**config.mk**
```make
export PLATFORM = sky130hd
export DESIGN_NAME = stack_arbiter
export DESIGN_NICKNAME = d
export VERILOG_FILES = /design/src/rtl/stack_arbiter.sv
export SDC_FILE = /design/constraint.sdc
export NUM_CORES = 1
export LEC_CHECK = 0
export BUFFER_PORTS_ARGS = -buffer_cell sky130_fd_sc_hd__buf_2
export CORE_ASPECT_RATIO = 0.6
export CORE_MARGIN = 2
export CORE_UTILIZATION = 42
export CTS_CLUSTER_DIAMETER = 30
export DETAILED_ROUTE_END_ITERATION = 10
export HOLD_SLACK_MARGIN = 0.15
export PLACE_DENSITY = 0.84
export SLEW_MARGIN = 20
export SYNTH_ARGS = -nofsm -noshare
export SYNTH_HDL_FRONTEND = slang
export SYNTH_SLANG_ARGS = --single-unit
```
**constraint.sdc**
```tcl
create_clock -name clk -period 2.91 [get_ports clk]
set_input_delay 0.291 -clock clk [delete_from_list [all_inputs] [get_ports clk]]
set_output_delay 0.291 -clock clk [all_outputs]
set_load 0.02 [all_outputs]
```
**src/rtl/stack_arbiter.sv**
```systemverilog
// Round-robin arbiter in front of an external LIFO stack: grants one requester per cycle,
// issues push/pop strobes, tracks occupancy, and can drain the stack with a flush.
module stack_arbiter #(
  parameter int N     = 4,
  parameter int DEPTH = 8,
  parameter int WIDTH = 8,
  localparam int IDW  = $clog2(N),
  localparam int CW   = $clog2(DEPTH + 1)
) (
  input  logic               clk,
  input  logic               rst,
  input  logic [N-1:0]       req,
  input  logic [N-1:0]       op,
  input  logic [N*WIDTH-1:0] wdata,
  input  logic               flush_req,
  output logic [N-1:0]       gnt,
  output logic               resp_valid,
  output logic [IDW-1:0]     resp_id,
  output logic [WIDTH-1:0]   resp_data,
  output logic               resp_err,
  output logic               busy,
  output logic [CW-1:0]      count,
  output logic               stk_push,
  output logic               stk_pop,
  output logic [WIDTH-1:0]   stk_din,
  input  logic [WIDTH-1:0]   stk_dout
);

  typedef enum logic [0:0] {RUN = 1'b0, FLUSH = 1'b1} state_t;

  state_t           state_r, next_state_s;
  logic [IDW-1:0]   ptr_r;
  logic [CW-1:0]    count_r, count_nxt_s;
  logic             resp_valid_r, resp_err_r, resp_pop_r;
  logic [IDW-1:0]   resp_id_r;

  logic             any_gnt_s;
  logic [IDW-1:0]   gidx_s;
  logic [N-1:0]     gnt_s;
  logic             push_s, pop_s, good_pop_s, err_s;
  logic [WIDTH-1:0] din_s;

  // Next-state, round-robin search and stack command decode
  always_comb begin
    next_state_s = state_r;
    count_nxt_s  = count_r;
    any_gnt_s    = 1'b0;
    gidx_s       = '0;
    gnt_s        = '0;
    push_s       = 1'b0;
    pop_s        = 1'b0;
    good_pop_s   = 1'b0;
    err_s        = 1'b0;
    din_s        = '0;
    case (state_r)
      RUN: begin
        if (flush_req) begin
          if (count_r != '0) begin
            next_state_s = FLUSH;
          end else begin
            next_state_s = RUN;
          end
        end else if (|req) begin
          // search starts one past the last winner
          for (int k = N - 1; k >= 0; k--) begin
            if (req[(int'(ptr_r) + k) % N]) begin
              any_gnt_s = 1'b1;
              gidx_s    = IDW'((int'(ptr_r) + k) % N);
            end else begin
              any_gnt_s = any_gnt_s;
            end
          end
          gnt_s[gidx_s] = 1'b1;
          if (!op[gidx_s]) begin
            if (count_r < CW'(DEPTH)) begin
              push_s      = 1'b1;
              din_s       = wdata[int'(gidx_s)*WIDTH +: WIDTH];
              count_nxt_s = count_r + CW'(1);
            end else begin
              err_s = 1'b1;
            end
          end else begin
            if (count_r != '0) begin
              pop_s       = 1'b1;
              good_pop_s  = 1'b1;
              count_nxt_s = count_r - CW'(1);
            end else begin
              err_s = 1'b1;
            end
          end
        end else begin
          next_state_s = RUN;
        end
      end
      FLUSH: begin
        if (count_r != '0) begin
          pop_s       = 1'b1;
          count_nxt_s = count_r - CW'(1);
          if (count_r == CW'(1)) begin
            next_state_s = RUN;
          end else begin
            next_state_s = FLUSH;
          end
        end else begin
          next_state_s = RUN;
        end
      end
      default: begin
        next_state_s = RUN;
      end
    endcase
  end

  // State, pointer, occupancy and response registers
  always_ff @(posedge clk) begin
    if (rst) begin
      state_r      <= RUN;
      ptr_r        <= '0;
      count_r      <= '0;
      resp_valid_r <= 1'b0;
      resp_id_r    <= '0;
      resp_err_r   <= 1'b0;
      resp_pop_r   <= 1'b0;
    end else begin
      state_r      <= next_state_s;
      count_r      <= count_nxt_s;
      resp_valid_r <= any_gnt_s;
      resp_id_r    <= gidx_s;
      resp_err_r   <= err_s;
      resp_pop_r   <= good_pop_s;
      if (any_gnt_s) begin
        ptr_r <= IDW'((int'(gidx_s) + 1) % N);
      end else begin
        ptr_r <= ptr_r;
      end
    end
  end

  // Outputs forced quiet while reset is held so a pending response is dropped
  always_comb begin
    gnt        = rst ? '0 : gnt_s;
    stk_push   = push_s & ~rst;
    stk_pop    = pop_s & ~rst;
    stk_din    = rst ? '0 : din_s;
    busy       = (state_r == FLUSH) & ~rst;
    count      = rst ? '0 : count_r;
    resp_valid = resp_valid_r & ~rst;
    resp_id    = (rst || !resp_valid_r) ? '0 : resp_id_r;
    resp_err   = resp_err_r & resp_valid_r & ~rst;
    resp_data  = (resp_valid_r && resp_pop_r && !rst) ? stk_dout : '0;
  end

endmodule

```
======== Yosys cells after proc, flatten, opt, wreduce, memory -nomap -nowiden ========
Cells that the tools add are included.
operators by class
  $add $sub $neg .......................... 6
  $mul .................................... 0
  divide/modulo/power cells ............... 0
  $lt $le $gt $ge ......................... 7
  equality and inequality tests ........... 4
  shift-type cells ........................ 1
  multiplexer cells ....................... 68
  bitwise operators ....................... 12
  reductions and logical operators ........ 14
operators with widths
  cell                                                  count
  two-way mux 8 bit                                     7
  two-way mux 4 bit                                     10
  indexed part select 32 x 6 -> 8 bit                   1
  two-way mux 1 bit                                     31
  two-way mux 2 bit                                     11
  < comparator 3 x 4 -> 1 bit (second input constant)   3
  binary-select mux 1 bit (select 2 bit)                5
  one-hot mux 4 bit (2 select lines)                    1
  OR reduction 2 bit                                    4
  OR reduction 4 bit                                    2
  AND 1 bit                                             6
  < comparator 2 x 3 -> 1 bit (second input constant)   2
  adder 2 x 1 -> 2 bit (second input constant)          2
  adder 2 bit (second input constant)                   2
  adder 4 x 1 -> 4 bit (second input constant)          1
  equality test 4 x 1 -> 1 bit (second input constant)  1
  < comparator 4 bit (second input constant)            1
  != test 2 bit (second input constant)                 2
  one-hot mux 1 bit (2 select lines)                    2
  nonzero test 4 bit                                    1
  subtractor 4 x 1 -> 4 bit (second input constant)     1
  AND 1 bit (first input constant)                      3
  logical AND 1 bit                                     3
  != test 3 bit (second input constant)                 1
  6 further kinds                                       9
word-level totals
  bits in registers ....................... 12
  latch bits .............................. 0
  bits in writable memories ............... 0
  memory bits (read-only) ................. 0
  input port bits ......................... 51
  output and inout bits ................... 31
  logic and storage cells ................. 119
  memories kept ........................... 0

======== Logic depth before layout (Yosys ltp) ========
  depth after elaboration ................. 21
  gate-level depth with buffers ........... 8
  depth with buffers taken out ............ 7

======== Worst setup path after synthesis ========
Ideal clock, no wire load.
  path kind ............................... register to output
  from .................................... reg ptr_r[1]
  to ...................................... out stk_din[0]
  data arrival time ....................... 2.333 ns
  data required time ...................... 2.619 ns
  setup slack ............................. 0.286 ns
  stages on the path, launching flop included .. 9
  path buffers ............................ 1
  cells stage by stage .................... dfxtp_1 -> nand2_1 -> a311oi_1 -> or2_1 -> buf_6 -> mux2_4 -> mux2i_4 -> nand2_2 -> a211oi_1
on the way
  longest elaborated chain between the ends .. 18
  elaborated cells on any way between the ends .. 30
  those cells by class .................... add/sub: 3; shift: 1; mux: 26
RTL lines
  item                                                                                                  line    text
  from (decl)                                                                                           32      logic [IDW-1:0] ptr_r;
  from (signal assigned)                                                                                132     ptr_r <= IDW'((int'(gidx_s) + 1) % N);
  from (signal assigned)                                                                                134     ptr_r <= ptr_r;
  adder 2 bit                                                                                           66, 68
  binary-select mux 1 bit (select 2 bit)                                                                66      if (req[(int'(ptr_r) + k) % N]) begin
  two-way mux 1 bit (implied by the code) (2 in series)                                                 66
  two-way mux 2 bit (3 in series)                                                                       66
  two-way mux 2 bit *                                                                                   66
  two-way mux 2 bit *                                                                                   63      end else if (|req) begin
  two-way mux 2 bit *                                                                                   57      if (flush_req) begin
  two-way mux 2 bit *                                                                                   55      case (state_r)
  indexed part select 32 x 6 -> 8 bit / binary-select mux 1 bit (select 2 bit) (equally long branches)  77, 74
  two-way mux 8 bit / two-way mux 1 bit (equally long branches)                                         75, 74
  two-way mux 8 bit *                                                                                   74      if (!op[gidx_s]) begin
  two-way mux 8 bit *                                                                                   63
  two-way mux 8 bit *                                                                                   57
  two-way mux 8 bit *                                                                                   55
  two-way mux 8 bit *                                                                                   144     stk_din = rst ? '0 : din_s;
  to (decl)                                                                                             25      output logic [WIDTH-1:0] stk_din,
Every way passes the cells marked *; elsewhere a longest branch is shown, timed or not. The select of a mux whose other input is x is not followed.

======== Worst setup path in the final report ========
  from .................................... reg ptr_r[0]
  to ...................................... out stk_din[6]
Same word-level chain as after synthesis.

==> run summary <==
status: finished, final reports clean
Period Utilization, post-route: 93.57%
DP HPWL: 2897 microns
Yosys cell types: 45
combinational power share: 58.1%
DRC viols: 0
Slew Viols, Final: 0
crit-path max FO: 9
per-cell routed wire length: 13.05 microns
Area Growth Syn to Fin: 42.03%
first-pass GRT wire length: 5181 microns
Clock Latency Late Sink: 0.24 ns
worst setup margin: 0.1871 ns
Fmax: 367.3 MHz
WS Path Type: reg -> out
TritonRoute pass-1 iters: 4
DR vias/cell: 5.314
Die Y-Extent: 45.96 microns
Primary FF master, synth: dfxtp_1
Iteration-0 DRC Markers: 62
synthesized netlist cell count: 158
slowest cell delay on critical path: 0.34 ns
Worst Hold Launch: flush_req
HP Class: in -> reg
post-synthesis adder-cell area fraction: 3.046%
Lkg Pwr: 0.9351 nW
hold-fix buffers at CTS: 0
Max-slew headroom: 57.23%
setup tns final: 0 ns
final instance area: 1750 sq um
Post-Syn Nets: 212
Int Power: 0.5915 mW
setup slack at placement: 0.2343 ns
ANT nets after route: 0
Arr. time, crit path: 2.43 ns
leading area contributor after synthesis: dfxtp_1
Switching Share: 43.82%
fin cells: 280
Ys Warns: 0
Via Count: 1488
IO Pins: 82
core box area: 2834 sq um
hold endpoint: state_r$_SDFF_PP0_
Final Hold Fails: 0
largest family of logic cells by synthesized area: simple AND/OR/NAND/NOR gates
Synth Area in Compound Gates: 27.61%
clock tree from TritonCTS: done
clock power share: 17.3%
worst hold slack: 0.4101 ns
Yosys reg bits: 12
Hold Path Stages: 3
Placed Area: 1664 sq um
number of enable flip-flop cells after synthesis: 0
endpoints failing setup: 0
clk slew on worst S/H paths: 0.05 ns
vias in the first global route: 1152
Worst Setup End Kind: output port
worst path cell trace: and2b_1 > a311oi_1 > or2_4 > mux2_4 > mux2i_4 > nand2_2 > a211oi_1 > buf_2
Post-synth ARST share: 0%
CP startpoint kind: flop
grt total ovfl: 0
R2R setup slack: 0.60 ns
top cell type's share of synthesized area: 19.49%
PortBufs: 81
initial antenna violation count: 0
Setup Skew: 0.001464 ns
multiplexer share of the synthesized area: 11.57%
min cycle time layout: 2.723 ns
clk buf depth: 2
placed insts: 273
Reg2Reg Depth: 7
syn_area_per_cell: 7.800 sq um
H-Tree Depth: 1
Die Footprint: 3398 sq um
# rows: 15
Chip Width: 73.93 microns
RSZ-0062 raised after global routing: no
Worst path slowest cell: dfxtp_1
GR Util All Layers: 20.19%
Slew @ Worst Pin: 0.6401 ns
post-synthesis cell area: 1232 sq um
root buf cell: clkbuf_8
MaxCap Viol Count: 0
final RePlAce weighted congestion: 0.8940
share of layout cells above drive strength 1: 43.28%
Net Sw Power: 0.4614 mW
Ant. Diodes: 0
Synth Area in Simple Gates: 31.17%
largest net degree at the start of global routing: 22
VDD IR max: 343.5 uV
FF-to-FF Start: ptr_r[0]$_SDFFE_PP0P_
Post-Synth XOR/XNOR Area: 0.7107%
CTS Buf Count: 3
final wirelength: 3655 microns
nets@finish: 293
Req. time, crit path: 2.62 ns
Power Density: 601.6 nW/um^2
top post-synthesis cells by area: dfxtp_1 (19%), a211oi_1 (11%), mux2i_1 (7.3%)
register area share after synthesis: 19.49%
Starting Density: 43.49%
# clock sinks: 12
r2r endpoint: count_r[0]$_SDFFE_PP0P_
Seq pwr share: 24.6%
state kept, by name, summed over array words and instances, names as in the netlist:
signal	flops
resp_valid_r	1
resp_pop_r	1
ptr_r	2
resp_id_r	2
resp_err_r	1
count_r	4
state_r	1
synthesized netlist by cell type, types with 2 or more instances:
cell / number
clkbuf_1: 10
nand2b_1: 4
a21o_1: 2
nand2_1: 2
nand3_1: 2
a211o_1: 2
nor3_1: 7
dfxtp_1: 12
or2_2: 2
and3_1: 9
inv_1: 8
o21ai_0: 2
a21oi_1: 5
mux2_4: 2
mux2i_1: 9
and2_1: 12
ha_1: 3
nor2b_1: 3
a211oi_1: 18
or3_1: 2
nor2_1: 18
worst max path at each step:
stage	start	endpoint	slack [ns]	cells after the start
global route	ptr_r[0]$_SDFFE_PP0P_	stk_din[6]	0.02	8
floorplan	ptr_r[1]$_SDFFE_PP0P_	stk_din[0]	0.29	8
detailed placement	req[2]	stk_din[5]	0.23	8
global placement	req[2]	stk_din[5]	0.28	8
CTS	ptr_r[0]$_SDFFE_PP0P_	stk_din[5]	0.03	7
finish	ptr_r[0]$_SDFFE_PP0P_	stk_din[6]	0.19	8
cell usage in the layout (no fill, tap or decap), types with 2 or more instances in the layout:
master and count:
mux2_4 2, nor2_1 18, nand3_1 2, or3_1 2, a21oi_1 5, clkbuf_8 4, and2_1 12, and3_1 9
mux2i_1 9, nand2b_1 4, or2_2 2, a21o_1 2, ha_1 3, nor2b_1 3, inv_1 8, a211o_1 2
buf_2 81, dfxtp_1 11, buf_4 6, o21ai_0 2, nor3_1 7, nand2_1 2, a211oi_1 17
critical path: cells and delay by family, from the launching register on:
kind            cells  cell delay (ns)
simple gates        3             0.56
compound gates      2             0.56
mux                 2             0.50
flops               1             0.34
buf+inv             1             0.23
power groups by stage:
stage | clock network, mW | logic (mW) | registers, mW
finish | 0.183 | 0.612 | 0.259
global route | 0.194 | 0.675 | 0.264
CTS | 0.185 | 0.589 | 0.257
detailed placement | 0 | 0.585 | 0.260
global placement | 0 | 0.577 | 0.260
floorplan | 0 | 0.461 | 0.237
cell type report:
| type | instances | area, sq um |
|---|---|---|
| Sequential cell | 12 | 241.5 |
| Clock buffer | 4 | 55.05 |
| Tap cell | 42 | 52.55 |
| Timing Repair Buffer | 87 | 450.4 |
| Inverter | 8 | 30.03 |
| Fill cell | 268 | 1084 |
| Multi-Input combinational cell | 127 | 920.9 |
kinds of logic (layout without fill, tap and decap cells):
family	Yosys count	after routing
DFF	12	12
buffers and inverters	19	99
adders and majority gates	3	3
and+or+nand+nor	70	70
muxes	12	12
xor gates and xnor gates	1	1
AOI/OAI and AO/OA	41	41
per-stage QoR:
| step | util, % | total power [mW] |
|---|---|---|
| after floorplan | - | 0.6982 |
| after global placement | 58.72 | 0.8369 |
| after detailed placement | 58.72 | 0.8450 |
| after CTS | 60.66 | 1.030 |
| after global routing | 61.77 | 1.134 |
| final | 61.77 | 1.053 |
routing by layer:
| metal | up-vias | track usage [%] | share of wire [%] |
|---|---|---|---|
| met2 | 49 | 29.29 | 42 |
| met5 | - | 0 | 0 |
| met1 | 693 | 30.00 | 52 |
| met3 | 6 | 5.310 | 5.8 |
| li1 | 740 | - | - |
| met4 | 0 | 3.636 | 0.96 |
timing repair:
action	CTS	global route
endpoints found under the setup margin	0	9
buffers inserted	0	3
resized for setup	0	3
(Power assumes the default switching activity.)
